$ cat config.mk
export PLATFORM = sky130hd
export DESIGN_NAME = datamem_responder
export DESIGN_NICKNAME = d
export VERILOG_FILES = /design/src/rtl/datamem_responder.sv
export SDC_FILE = /design/constraint.sdc
export NUM_CORES = 2
export LEC_CHECK = 0
export ABC_AREA = 1
export CORE_ASPECT_RATIO = 0.5
export CORE_MARGIN = 3
export CORE_UTILIZATION = 30
export DETAILED_ROUTE_END_ITERATION = 8
export GPL_TIMING_DRIVEN = 0
export PLACE_DENSITY_LB_ADDON = 0.3
export SKIP_LAST_GASP = 1
export SLEW_MARGIN = 5
export SYNTH_ARGS = -nofsm -noshare
export SYNTH_HDL_FRONTEND = slang
export SYNTH_SLANG_ARGS = --single-unit
$ cat constraint.sdc
create_clock -name clk -period 6.4 [get_ports clk]
set_input_delay 0.96 -clock clk [delete_from_list [all_inputs] [get_ports clk]]
set_output_delay 0.96 -clock clk [all_outputs]
set_load 0.005 [all_outputs]
$ cat src/rtl/datamem_responder.sv
// Multi-cycle data-memory responder: accepts one word read/write at a time,
// inserts WAIT_CYCLES wait states, then completes with a one-cycle ack
// (plus err for misaligned or out-of-range addresses).
//
// Handshake: the requester raises req with stable we/addr/wdata and holds
// them until ack. The request is captured on the accept edge (IDLE and req
// high); later changes to the inputs do not affect the access in flight.
// ack is a single-cycle pulse and err is meaningful only while ack is high.
// A req still high during the ack cycle is not accepted; the next accept is
// earliest on the following edge, once the block is back in IDLE.
`timescale 1ns/1ps
module datamem_responder #(
  parameter int          DEPTH_LOG2  = 6,
  parameter int          WAIT_CYCLES = 2,
  parameter logic [31:0] BASE_ADDR   = 32'h0000_0000
) (
  input  logic        clk,
  input  logic        rst,
  input  logic        req,
  input  logic        we,
  input  logic [31:0] addr,
  input  logic [31:0] wdata,
  output logic [31:0] rdata,
  output logic        ack,
  output logic        err,
  output logic        busy
);

  typedef enum logic [1:0] {
    IDLE = 2'd0,
    WAIT = 2'd1,
    RESP = 2'd2
  } state_t;

  localparam bit          ZERO_WAIT = (WAIT_CYCLES == 0);
  localparam logic [3:0]  WAIT_INIT = 4'(WAIT_CYCLES);
  // Byte size of the store; 33 bits so large depths cannot overflow.
  localparam logic [32:0] LIMIT     = 33'd4 << DEPTH_LOG2;

  state_t      state;
  logic [3:0]  cnt;
  logic        cap_we;
  logic [31:0] cap_addr;
  logic [31:0] cap_wdata;

  logic [31:0] mem [0:(1 << DEPTH_LOG2) - 1];

  logic                  enter_resp;
  logic                  op_we;
  logic [31:0]           op_addr;
  logic [31:0]           op_wdata;
  logic [31:0]           off;
  logic [DEPTH_LOG2-1:0] idx;
  logic                  op_err;

  // Decide whether this edge performs the memory operation. With zero wait
  // states the access happens on the accept edge, so use the live inputs;
  // otherwise use the captured request.
  always_comb begin
    enter_resp = ((state == IDLE) && req && ZERO_WAIT) ||
                 ((state == WAIT) && (cnt == 4'd1));
    op_we    = cap_we;
    op_addr  = cap_addr;
    op_wdata = cap_wdata;
    if (state == IDLE) begin
      op_we    = we;
      op_addr  = addr;
      op_wdata = wdata;
    end
    // Addresses below BASE_ADDR wrap to huge offsets and fail the range test.
    off    = op_addr - BASE_ADDR;
    idx    = off[DEPTH_LOG2+1:2];
    op_err = (op_addr[1:0] != 2'b00) || ({1'b0, off} >= LIMIT);
  end

  // Word store, not reset; a write commits only on the edge entering RESP.
  always_ff @(posedge clk) begin
    if (!rst && enter_resp && op_we && !op_err) begin
      mem[idx] <= op_wdata;
    end
  end

  // Control FSM with registered ack/err/busy/rdata and request capture.
  always_ff @(posedge clk or posedge rst) begin
    if (rst) begin
      state     <= IDLE;
      cnt       <= 4'd0;
      cap_we    <= 1'b0;
      cap_addr  <= 32'h0;
      cap_wdata <= 32'h0;
      ack       <= 1'b0;
      err       <= 1'b0;
      busy      <= 1'b0;
      rdata     <= 32'h0;
    end else begin
      case (state)
        IDLE: begin
          ack <= 1'b0;
          err <= 1'b0;
          if (req) begin
            cap_we    <= we;
            cap_addr  <= addr;
            cap_wdata <= wdata;
            busy      <= 1'b1;
            if (ZERO_WAIT) begin
              state <= RESP;
              ack   <= 1'b1;
            end else begin
              state <= WAIT;
              cnt   <= WAIT_INIT;
            end
          end
        end
        WAIT: begin
          if (cnt == 4'd1) begin
            state <= RESP;
            ack   <= 1'b1;
          end else begin
            cnt <= cnt - 4'd1;
          end
        end
        RESP: begin
          state <= IDLE;
          ack   <= 1'b0;
          err   <= 1'b0;
          busy  <= 1'b0;
        end
        default: begin
          state <= IDLE;
          ack   <= 1'b0;
          err   <= 1'b0;
          busy  <= 1'b0;
        end
      endcase
      // Completion: report the error and update rdata for reads.
      if (enter_resp) begin
        err <= op_err;
        if (!op_we) begin
          rdata <= op_err ? 32'h0 : mem[idx];
        end
      end
    end
  end

endmodule

==> flow_summary.rst <==
.. list-table::
   :header-rows: 1

   * - Metric
     - Value
   * - Run status
     - finished, final reports clean
   * - Remaining max-slew budget at the tightest pin
     - 8.18%
   * - Cell type with the highest aggregate area in the netlist
     - edfxtp_1
   * - Share of post-route cells with drive strength above 1
     - 9.59%
   * - Cell Area, Synth
     - 0.0899 mm^2
   * - Synth async-reset ratio
     - 4.92%
   * - Initial drt markers
     - 9295
   * - Max Slew Vio Count
     - 0
   * - Pin count of the biggest net entering global routing
     - 79
   * - Total power draw
     - 56.2 mW
   * - Detailed-route via count
     - 64300
   * - Floorplan die height
     - 393 um
   * - Remaining global-route overflow
     - 0
   * - Leading cell types by total area after synthesis
     - edfxtp_1 68%, nand2_1 15%, inv_1 3.6%, nand3_1 3.2%, dfrtp_1 3.0%
   * - Floorplan die area
     - 0.307 mm^2
   * - Worst flop-to-flop path startpoint
     - state[0]
   * - Number of remaining DRC errors
     - 0
   * - Number of global-route vias before repair
     - 58900
   * - Final Wtd Congestion
     - 0.942
   * - Site row count
     - 141
   * - Top-count cell post-synth
     - nand2_1
   * - Fraction of the mapped netlist area in compound gates
     - 2.07%
   * - Fin Setup TNS
     - 0 ns
   * - Number of top-level pins
     - 103
   * - FILL cells
     - 29200
   * - Time the worst path needs with I/O delays and setup
     - 5.26 ns
   * - First element of the critical path
     - state[0]
   * - Leakage
     - 42.7 nW
   * - # port buffers
     - 102
   * - Hold Crit Start
     - cap_addr[8]
   * - Required @ worst endpoint
     - 6.94 ns
   * - Post-synthesis cell count
     - 8445
   * - Setup repair after global routing missed its margin
     - false
   * - Critical-path maximum fanout
     - 13
   * - Worst min path class
     - flop to flop
   * - Post-synthesis adder-cell area fraction
     - 0.0278%
   * - Initial Util
     - 30.3%
   * - Place WS
     - 0.544 ns
   * - H-tree Lvls
     - 4
   * - Share of the clock period used by the worst path
     - 82.2%
   * - Area share of the largest cell type after synthesis
     - 68.4%
   * - CTS Hold Buffers Added
     - 0
   * - Endpoints failing hold
     - 0
   * - Final HPWL from detailed placement
     - 233000 um
   * - Delay of the slowest cell on the worst path
     - 0.91 ns
   * - Post-DR wirelength/cell
     - 25.3 um
   * - Clock edge transition at the registers on the reported setup and hold paths
     - 0.07 ns
   * - Most frequent cells after synthesis
     - 3611 x nand2_1, 2048 x edfxtp_1, 871 x inv_1, 572 x nand3_1, 309 x o21ai_0
   * - Sequential cell area fraction in the yosys report
     - 71.4%
   * - PnR worst setup slack
     - 1.14 ns
   * - Quantity of gates resized following cts
     - 0
   * - Synthesized net count
     - 8515
   * - Antenna violations before repair
     - 14
   * - Post-synth top flop
     - edfxtp_1
   * - Kind of start point of the critical path
     - flop
   * - Post-synthesis register bit count
     - 2154
   * - Critical path endpoint category
     - flop
   * - Maximum buffer depth of the clock tree
     - 4
   * - Via density per instance
     - 4.90
   * - MaxCap Viol Count
     - 0
   * - Standard cell core area
     - 0.297 mm^2
   * - Buffers inserted during post-CTS setup optimization
     - 0
   * - Measured slew at the worst slew-check pin
     - 1.38 ns
   * - Number of nets with antenna violations after detailed routing
     - 0
   * - Latest clock arrival within the worst-skew pair
     - 0.87 ns
   * - Slowest stage cell, crit path
     - nor2_4
   * - Multiplexer fraction of the synthesized cell area
     - 0%
   * - Setup-failing EPs final
     - 0
   * - Die boundary width
     - 780 um
   * - Category of the most critical setup path
     - flop to flop
   * - Detailed-router iteration count before antenna repair
     - 6
   * - Post-Synth Simple-Gate Area
     - 20.6%
   * - Global-route usage over all layers
     - 21.0%
   * - F_max
     - 0.190 GHz
   * - Arrival time worst endpoint
     - 5.80 ns
   * - Mean area per synthesized cell
     - 10.6 um^2
   * - Largest family of logic cells by synthesized area
     - simple AND/OR/NAND/NOR gates
   * - TritonCTS clock tree
     - yes
   * - Post-route clock skew
     - 0.0510 ns
   * - Yosys Warn Count
     - 0
   * - Wire length of the first global-routing pass
     - 455000 um
   * - Critical Path Most Common Cell
     - nor2_4
   * - PD cells
     - 524 mW/mm^2
   * - IR drop worst, VDD
     - 0.314 mV
   * - Clock sinks
     - 2154
   * - Number of library cell types mapped by synthesis
     - 30
   * - Layout area overhead
     - 19.3%
   * - CP cell instances
     - nor2_4 > buf_6 > o21ai_2 > nor2_2 > buf_4 > buf_2 > nand3_1 > nor2_4 > buf_12 > buf_16
   * - Number of enable-type register cells in the synthesized netlist
     - 2048
   * - Clock root buffer master
     - clkbuf_16
   * - Number of buffers added by the clock tree synthesis step
     - 212
   * - Final net count
     - 9003
   * - Detailed Route WL
     - 332000 um
   * - XOR/XNOR Fraction of Synth Area
     - 0.00974%
-- routing by layer --
layer	vias up	global-route usage [%]	share of wire (%)
li1	28600	-	-
met1	31600	28.4	40
met2	3423	32.5	44
met3	673	4.54	11
met4	0	9.43	5.2
met5	-	0	0
-- cells by family (layout without fill, tap and decap cells) --
kind of cell             count (synthesis)  after routing
buffers and inverters                 1293           1948
AO/OA/AOI/OAI                          367            367
flip-flops                            2154           2154
XOR/XNOR                                 1              1
adder cells (fa/ha/maj)                  2              2
AND/OR/NAND/NOR                       4628           4628
other                                    0              7
-- power breakdown --
part | leakage (nW) | internal, mW | switching, mW | total, mW
Clock | 3.27 | 6.96 | 5.50 | 12.5
Sequential | 19.9 | 18.2 | 0.0983 | 18.3
Combinational | 19.5 | 5.72 | 19.7 | 25.4
-- worst max-delay path: cells and delay by family (launching register included) --
kind / cells / cell delay (ns)
compound gates: 1 / 0.34
flops: 1 / 0.42
simple gates: 4 / 2.65
buf+inv: 5 / 1.43
-- registers in the layout, summed over array words and instances, names as in the netlist, 2 cells and up --
name       flops
cap_addr      32
cap_wdata     32
cnt            4
mem         2048
rdata         32
state          2
-- through the flow --
stage | std cells | hold WS, ns | utilization (%) | cell area, um^2
floorplan | 8445 | 0.448 | - | 89900
global placement | 12600 | 0.464 | 32.3 | 95900
detailed placement | 12700 | 0.466 | 33.9 | 101000
CTS | 13100 | 0.484 | 36.1 | 107000
global route | 13100 | 0.507 | 36.1 | 107000
finish | 13100 | 0.481 | 36.1 | 107000
-- cell type report --
cell class | count | area, um^2 | share of cell area, %
sequential | 2154 | 64200 | 59.8
multi-input combinational | 4998 | 21300 | 19.8
clock buffer | 281 | 5770 | 5.38
tap | 4004 | 5010 | 4.67
timing repair buffer | 274 | 4810 | 4.48
inverter | 879 | 3300 | 3.08
buffer | 414 | 2000 | 1.86
clock inverter | 100 | 903 | 0.842
antenna | 7 | 17.5 | 0.0163
-- cell usage in the layout (no fill, tap or decap), types with 106 or more instances in the layout --
master and count:
clkbuf_16 215, nand4_1 125, nand2_1 3611, clkbuf_1 160, buf_2 256, dfrtp_1 106, nand3_1 572, nor2_1 208
o21ai_0 277, inv_1 870, buf_12 126, edfxtp_1 2048
-- worst paths after layout --
check                         endpoint  slack [ns]  cells after the start
setup / recovery            mem[27][3]        1.14                     10
hold / removal             cap_addr[8]        0.48                      2
setup reg to reg            mem[27][3]        1.14                     10
hold reg to reg            cap_addr[8]        0.48                      2
max in group asynchronous    rdata[21]        5.12                      3
min in group asynchronous       cap_we        0.53                      2
Power figures use the tool's default switching activity.
